File: config.mk
export PLATFORM = sky130hd
export DESIGN_NAME = instr_fetch_unit
export DESIGN_NICKNAME = d
export VERILOG_FILES = /design/src/rtl/instr_fetch_unit.sv
export SDC_FILE = /design/constraint.sdc
export NUM_CORES = 1
export LEC_CHECK = 0
export BUFFER_PORTS_ARGS = -buffer_cell sky130_fd_sc_hd__clkbuf_2
export CORE_ASPECT_RATIO = 2
export CORE_UTILIZATION = 55
export DETAILED_ROUTE_END_ITERATION = 12
export GPL_TIMING_DRIVEN = 0
export PLACE_DENSITY = 0.77
export SYNTH_ARGS = -nofsm -noshare
export SYNTH_HDL_FRONTEND = slang
export SYNTH_SLANG_ARGS = --single-unit
File: constraint.sdc
create_clock -name clk -period 4.07 [get_ports clk]
set_input_delay 0.407 -clock clk [delete_from_list [all_inputs] [get_ports clk]]
set_output_delay 0.407 -clock clk [all_outputs]
set_load 0.05 [all_outputs]
File: src/rtl/instr_fetch_unit.sv
`default_nettype none
// ============================================================================
//  Module   : instr_fetch_unit
//  Purpose  : Sequential instruction fetcher with a DEPTH-entry prefetch
//             queue of {pc, word} pairs and a single-cycle redirect flush.
//
//  Parameters
//    DEPTH     prefetch queue entries (power of two, 2..16)
//    RESET_PC  first fetch byte address after reset (word aligned)
//
//  Ports
//    clk             in   clock, rising edge
//    rst_n           in   asynchronous active-low reset
//    imem_addr       out  [31:0] byte address to instruction memory
//    imem_rdata      in   [31:0] instruction word for imem_addr (same cycle)
//    redirect_valid  in   branch/jump redirect request
//    redirect_pc     in   [31:0] redirect target byte address
//    instr_valid     out  queue head holds a valid instruction
//    instr_ready     in   consumer accepts the head this cycle
//    instr           out  [31:0] head instruction word
//    instr_pc        out  [31:0] byte address of head instruction
//    misalign_err    out  sticky misaligned-redirect flag (only when the
//                         FETCH_MISALIGN_CHECK_EN macro is defined)
//
//  Build option: define FETCH_MISALIGN_CHECK_EN to add misalign_err.
//
//  Revision : 1.0  initial release
// ============================================================================
module instr_fetch_unit #(
    parameter int unsigned DEPTH    = 4,
    parameter logic [31:0] RESET_PC = 32'h0000_0000
) (
    input  logic        clk,
    input  logic        rst_n,
    output logic [31:0] imem_addr,
    input  logic [31:0] imem_rdata,
    input  logic        redirect_valid,
    input  logic [31:0] redirect_pc,
    output logic        instr_valid,
    input  logic        instr_ready,
    output logic [31:0] instr,
    output logic [31:0] instr_pc
`ifdef FETCH_MISALIGN_CHECK_EN
    ,
    output logic        misalign_err
`endif
);

    localparam int unsigned c_ptr_w = $clog2(DEPTH);
    localparam int unsigned c_cnt_w = $clog2(DEPTH + 1);

    localparam logic [c_ptr_w-1:0] c_ptr_one   = c_ptr_w'(1);
    localparam logic [c_cnt_w-1:0] c_cnt_one   = c_cnt_w'(1);
    localparam logic [c_cnt_w-1:0] c_depth_cnt = c_cnt_w'(DEPTH);

    // Only the word address is stored, so the two low address bits are
    // structurally zero and the 30-bit increment wraps FFFF_FFFC -> 0.
    logic [29:0]        r_pc_word;
    logic [c_ptr_w-1:0] r_wptr;
    logic [c_ptr_w-1:0] r_rptr;
    logic [c_cnt_w-1:0] r_count;

    logic [29:0]        r_q_pc   [DEPTH];
    logic [31:0]        r_q_word [DEPTH];

    logic               w_push;
    logic               w_pop;

    assign imem_addr   = {r_pc_word, 2'b00};

    // Redirect masks the head for the cycle: the queue is being flushed.
    assign instr_valid = (r_count != '0) && !redirect_valid;
    assign instr       = r_q_word[r_rptr];
    assign instr_pc    = {r_q_pc[r_rptr], 2'b00};

    assign w_pop  = instr_valid && instr_ready;
    // A full queue still accepts a word when the head leaves the same cycle;
    // the write lands in the slot being vacated.
    assign w_push = !redirect_valid && ((r_count != c_depth_cnt) || w_pop);

    // ------------------------------------------------------------------
    // Control state: fetch pointer, queue pointers and occupancy
    // ------------------------------------------------------------------
    always_ff @(posedge clk or negedge rst_n) begin
        if (!rst_n) begin
            r_pc_word <= RESET_PC[31:2];
            r_wptr    <= '0;
            r_rptr    <= '0;
            r_count   <= '0;
        end else if (redirect_valid) begin
            r_pc_word <= redirect_pc[31:2];
            r_wptr    <= '0;
            r_rptr    <= '0;
            r_count   <= '0;
        end else begin
            if (w_push) begin
                r_pc_word <= r_pc_word + 30'd1;
                r_wptr    <= r_wptr + c_ptr_one;
            end
            if (w_pop) begin
                r_rptr <= r_rptr + c_ptr_one;
            end
            if (w_push && !w_pop) begin
                r_count <= r_count + c_cnt_one;
            end else if (!w_push && w_pop) begin
                r_count <= r_count - c_cnt_one;
            end
        end
    end

    // ------------------------------------------------------------------
    // Queue storage: contents are don't-care after reset, so no reset here.
    // ------------------------------------------------------------------
    always_ff @(posedge clk) begin
        if (w_push) begin
            r_q_pc[r_wptr]   <= r_pc_word;
            r_q_word[r_wptr] <= imem_rdata;
        end
    end

`ifdef FETCH_MISALIGN_CHECK_EN
    logic r_misalign_err;

    always_ff @(posedge clk or negedge rst_n) begin
        if (!rst_n) begin
            r_misalign_err <= 1'b0;
        end else if (redirect_valid && (redirect_pc[1:0] != 2'b00)) begin
            r_misalign_err <= 1'b1;
        end
    end

    assign misalign_err = r_misalign_err;
`else
    // Low target bits are dropped silently in this build.
    logic w_unused_redirect_lsbs;
    assign w_unused_redirect_lsbs = ^redirect_pc[1:0];
`endif

endmodule
`default_nettype wire

Word level (Yosys, flattened, before mapping)
Memory sizes are Yosys's and may differ from the RTL's.
Cells that the tools add are included.
Storage, ports and cells
  flip-flop bits (word level): 37
  RAM bits: 248
  output and inout bits: 97
  logic and storage cells: 36
  memories: 2
Memories
  r_q_word: words 4, width 32, rd ports 1, clocked after memory_dff 0, wr ports 1, RTL line 64  | logic [31:0] r_q_word [DEPTH];
  r_q_pc: words 4, width 30, rd ports 1, clocked after memory_dff 0, wr ports 1, RTL line 63  | logic [29:0] r_q_pc [DEPTH];
Operators by class
  add/subtract/negate cells: 5
  equality and inequality tests: 1
  multiplexer cells: 11
  reductions and logical operators: 13
Operators by type and width (count)
  $mux W30: 2
  $add A30 B1 Y30 const B: 1
  $mux W3: 3
  $mux W2: 4
  $reduce_bool A3 Y1: 2
  $logic_and A1 B1 Y1: 5
  $add A2 B1 Y2 const B: 2
  $reduce_bool A2 Y1: 2
  $add A3 B1 Y3 const B: 1
  $logic_not A1 Y1: 3
  $ne A3 B3 Y1 const B: 1
  $sub A3 B1 Y3 const B: 1
  $mux W1: 2
  $logic_or A1 B1 Y1: 1

Depth between registers and ports, before layout
  depth in word-level cells: 10
  mapped depth: 9
  mapped depth without buffers: 8

Least setup slack after synthesis
No wires, ideal clock.
  path kind: reg-to-reg
  start point: register r_count[2]
  end point: memory r_q_pc[0][0], enable pin
  data arrival time: 2380 ps
  data required time: 3644 ps
  path slack: 1263 ps
  stages on the path, launching flop included: 5
  buffers on the path: 1
  period minus slack after synthesis: 2807 ps
  path through: dfrtp_1 buf_2 nor4b_1 nor2_1 and2_1
Between the ends
  cells in the longest elaborated chain, start to end: 7
RTL lines
  start: declaration: RTL line 61  | logic [c_cnt_w-1:0] r_count;
  start signal: assignment: RTL line 104  | r_count <= r_count + c_cnt_one;
  start signal: assignment: RTL line 106  | r_count <= r_count - c_cnt_one;
  $reduce_bool A3 Y1: RTL line 72  | assign instr_valid = (r_count != '0) && !redirect_valid;
  $logic_and A1 B1 Y1: RTL line 72
  $logic_and A1 B1 Y1: RTL line 76  | assign w_pop = instr_valid && instr_ready;
  $logic_or A1 B1 Y1 *: RTL line 79  | assign w_push = !redirect_valid && ((r_count != c_depth_cnt) || w_pop);
  $logic_and A1 B1 Y1 *: RTL line 79
  $mux W1 *: RTL line 115  | if (w_push) begin
  $mux W1 (implied by the code) *: RTL line 116  | r_q_pc[r_wptr] <= r_pc_word;
  end: declaration: RTL line 63
Mark *: on every way between the ends. The rest lies on a longest branch, timed or not.

Worst setup path in the final report
  start point: register r_rptr[1]
  end point: output port instr_pc[10]
Between the ends
  cells in the longest elaborated chain, start to end: 1
RTL lines
  start: declaration: RTL line 60  | logic [c_ptr_w-1:0] r_rptr;
  start signal: assignment: RTL line 101  | r_rptr <= r_rptr + c_ptr_one;
  $mem_v2 Z4 W30
  end: declaration: RTL line 42  | output logic [31:0] instr_pc
Every way passes these cells.

==> flow_metrics.tcl <==
set metrics [dict create \
    fin_crit_sh 0.760 \
    fin_hold_ws_ns 0.0249 \
    wl_um 22600 \
    final_max_slew_viol_count 0 \
    fin_cells 1038 \
    dp.cells 995 \
    end_kind "primary output" \
    dpl_cell_area_um2 12300 \
    start_util 0.561 \
    ys_types 44 \
    p_per_area_nw_per_um2 652 \
    ant_nets 0 \
    syn_area_per_cell_um2 19.5 \
    met1_usage 0.267 \
    yosysMostFrequentCell "edfxtp_1" \
    drc 0 \
    grtUsageMet2 0.410 \
    grt-ovfl-total 0 \
    met3_usage 0.0260 \
    num_antenna_cells 0 \
    core.rowCount 73 \
    skew_ns 0.0131 \
    crit_top_cell "clkbuf_1" \
    cp-startpoint "r_rptr[1]$_DFFE_PN0P_" \
    cts_tree "yes" \
    max-vdd-ir-drop_v 0.000405 \
    clock_sinks 285 \
    yosysSeqAreaShare 0.750 \
    numPortBuffers 158 \
    worstPathArrival_ns 2.69 \
    holdBufCountCts 0 \
    dp_hpwl_um 14700 \
    netlist_area_um2 11200 \
    fin_ws_ns 0.975 \
    hold_viol_final 0 \
    cp_slowest_cell "clkbuf_1" \
    r2r-end "r_count[1]$_DFFE_PN0P_" \
    max_stage_delay_ns 0.62 \
    cts_resized 0 \
    finalCriticalPeriod_ns 3.09 \
    setup_tns_ns 0 \
    synth_top_cell_by_area "edfxtp_1" \
    synth_seq_cells 285 \
    grt_max_degree 63 \
    maxSlewHeadroom 0.355 \
    tightestPinTransition_ns 0.968 \
    die_h_um 204 \
    cap_viol_max_count 0 \
    reg2reg_depth 8 \
    die_x_um 103 \
    yosysTopAreaCellShare 0.667 \
    path_max_fanout 10 \
    drive_above_1_share 0.372 \
    core_um2 19900 \
    synthArstFlopShare 0.130 \
    reg2reg_from "r_count[2]$_DFFE_PN0P_" \
    dp_slack_ns 1.48 \
    total_leakage_power_nw 4.68 \
    synth_cells 572 \
    nets 833 \
    crit_family "buffers and inverters" \
    antenna_found_initial 0 \
    clk_latency_ns 0.52 \
    synth_area_leaders "edfxtp_1 (67%), mux4_2 (13%), dfrtp_1 (8.3%)" \
    crit_type "reg2out" \
    area_growth_pct 17.6 \
    drt_pre_antenna_iters 5 \
    status "complete, no violations" \
    crit_chain "clkbuf_1, clkbuf_1, mux4_2, clkbuf_2" \
    synthTopCellsByCount "edfxtp_1 (248), mux4_2 (62), nand2_1 (42)" \
    post-route-cell-area_um2 13100 \
    synth_edf_count 248 \
    r2r_slack_ns 1.43 \
    gp_congestion 0.904 \
    synth_warnings 0 \
    drt_iter0_drc 283 \
    num_io_pins 165 \
    startpoint_type "flop" \
    holdCritPathClass "in2async" \
    root_buffer "clkbuf_16" \
    fp.dieArea_um2 20900 \
    grt_pass1_vias 6400 \
    max_freq_mhz 323 \
    grt_usage 0.226 \
    postCtsSetupRepairBufs 0 \
    critPathBufInv 3 \
    grt_pass1_wl_um 34900 \
    power_mw 8.56 \
    synth_ff_type "edfxtp_1" \
    path_clk_slew_ns 0.07 \
    cp.depth 4 \
    crit_required_ns 3.66 \
    grt_busiest_layer "met2" \
    cts_max_path_buffers 3 \
    utilization 0.659 \
    setup-violations-final 0 \
    route.vias.total 5922 \
    htreeDepth 1 \
    rsz0062_at_grt "no" \
    viasPerCell 5.71 \
    wl_per_cell_um 21.8 \
    numCtsBuffers 24 \
]
==> worst register-to-register path: cells and delay by family (launching register included) <==
family          cells  cell delay (ns)
simple gates        3             1.15
buf+inv             2             0.27
fa+ha+maj           1             0.52
compound gates      2             0.24
flops               1             0.32
==> report_power, final <==
group | internal [mW] | switching, mW | leakage [nW]
Sequential | 3.65 | 0.186 | 2.74
Clock | 1.37 | 0.992 | 0.400
Combinational | 0.671 | 1.70 | 1.55
==> metal layers <==
metal  vias to the layer above  share of wire
met4                         0          0.035
met5                         -              0
met2                       229           0.56
met3                        54          0.049
met1                      3002           0.36
li1                       2637              -
==> registers in the layout (all words and copies together), names as in the netlist <==
signal / count
r_count: 3
r_pc_word: 30
r_q_pc: 120
r_q_word: 128
r_rptr: 2
r_wptr: 2
==> cell type report <==
type	instances	area (um^2)
buffer	29	141
clock buffer	30	674
clock inverter	13	151
fill	1433	6780
inverter	6	22.5
multi-input combinational	255	2650
sequential	285	8370
tap	262	328
timing repair buffer	158	791
==> how the worst max path moves through the flow <==
stage / endpoint / slack, ns
3_3_place_gp: r_q_word[1][30]$_DFFE_PP_ / 0.19
4_1_cts: instr_pc[10] / 0.94
5_1_grt: instr_pc[10] / 0.93
2_1_floorplan: r_q_pc[0][0]$_DFFE_PP_ / 1.26
3_5_place_dp: r_count[1]$_DFFE_PN0P_ / 1.48
6_report: instr_pc[10] / 0.98
==> cells in the final DEF (no fill, tap or decap), types with 2 or more instances in the layout <==
cell        count
and4_1          2
buf_1           2
xnor2_1         8
buf_2          11
mux2i_1         3
clkbuf_8        3
edfxtp_1      248
clkinv_1        4
nor3b_1         4
bufinv_16       3
dfrtp_1        37
clkbuf_1       13
mux4_2         62
buf_4           5
xor2_1         21
o21ai_1         5
and2_1          2
o21ai_0        21
nor3_1          2
nand3_1        12
clkinvlp_4      2
mux2_2          3
ha_1            5
inv_1           6
and3_1          4
nand2_1        42
nor3_2          2
a21oi_1         4
nand4_1        11
nand4_2         2
a31oi_1         2
clkbuf_2      158
nor2_1         13
nor4_1          2
nand3b_1        2
conb_1          4
clkbuf_16      25
and2_4          4
clkinv_2        3
==> logic make-up after synthesis <==
family,synth area share
other,0.000336
muxes,0.131
DFF,0.750
adders and majority gates,0.00740
and+or+nand+nor,0.0551
AOI/OAI and AO/OA,0.0191
xor gates and xnor gates,0.0227
buffers and inverters,0.0147
Power figures use the tool's default switching activity.
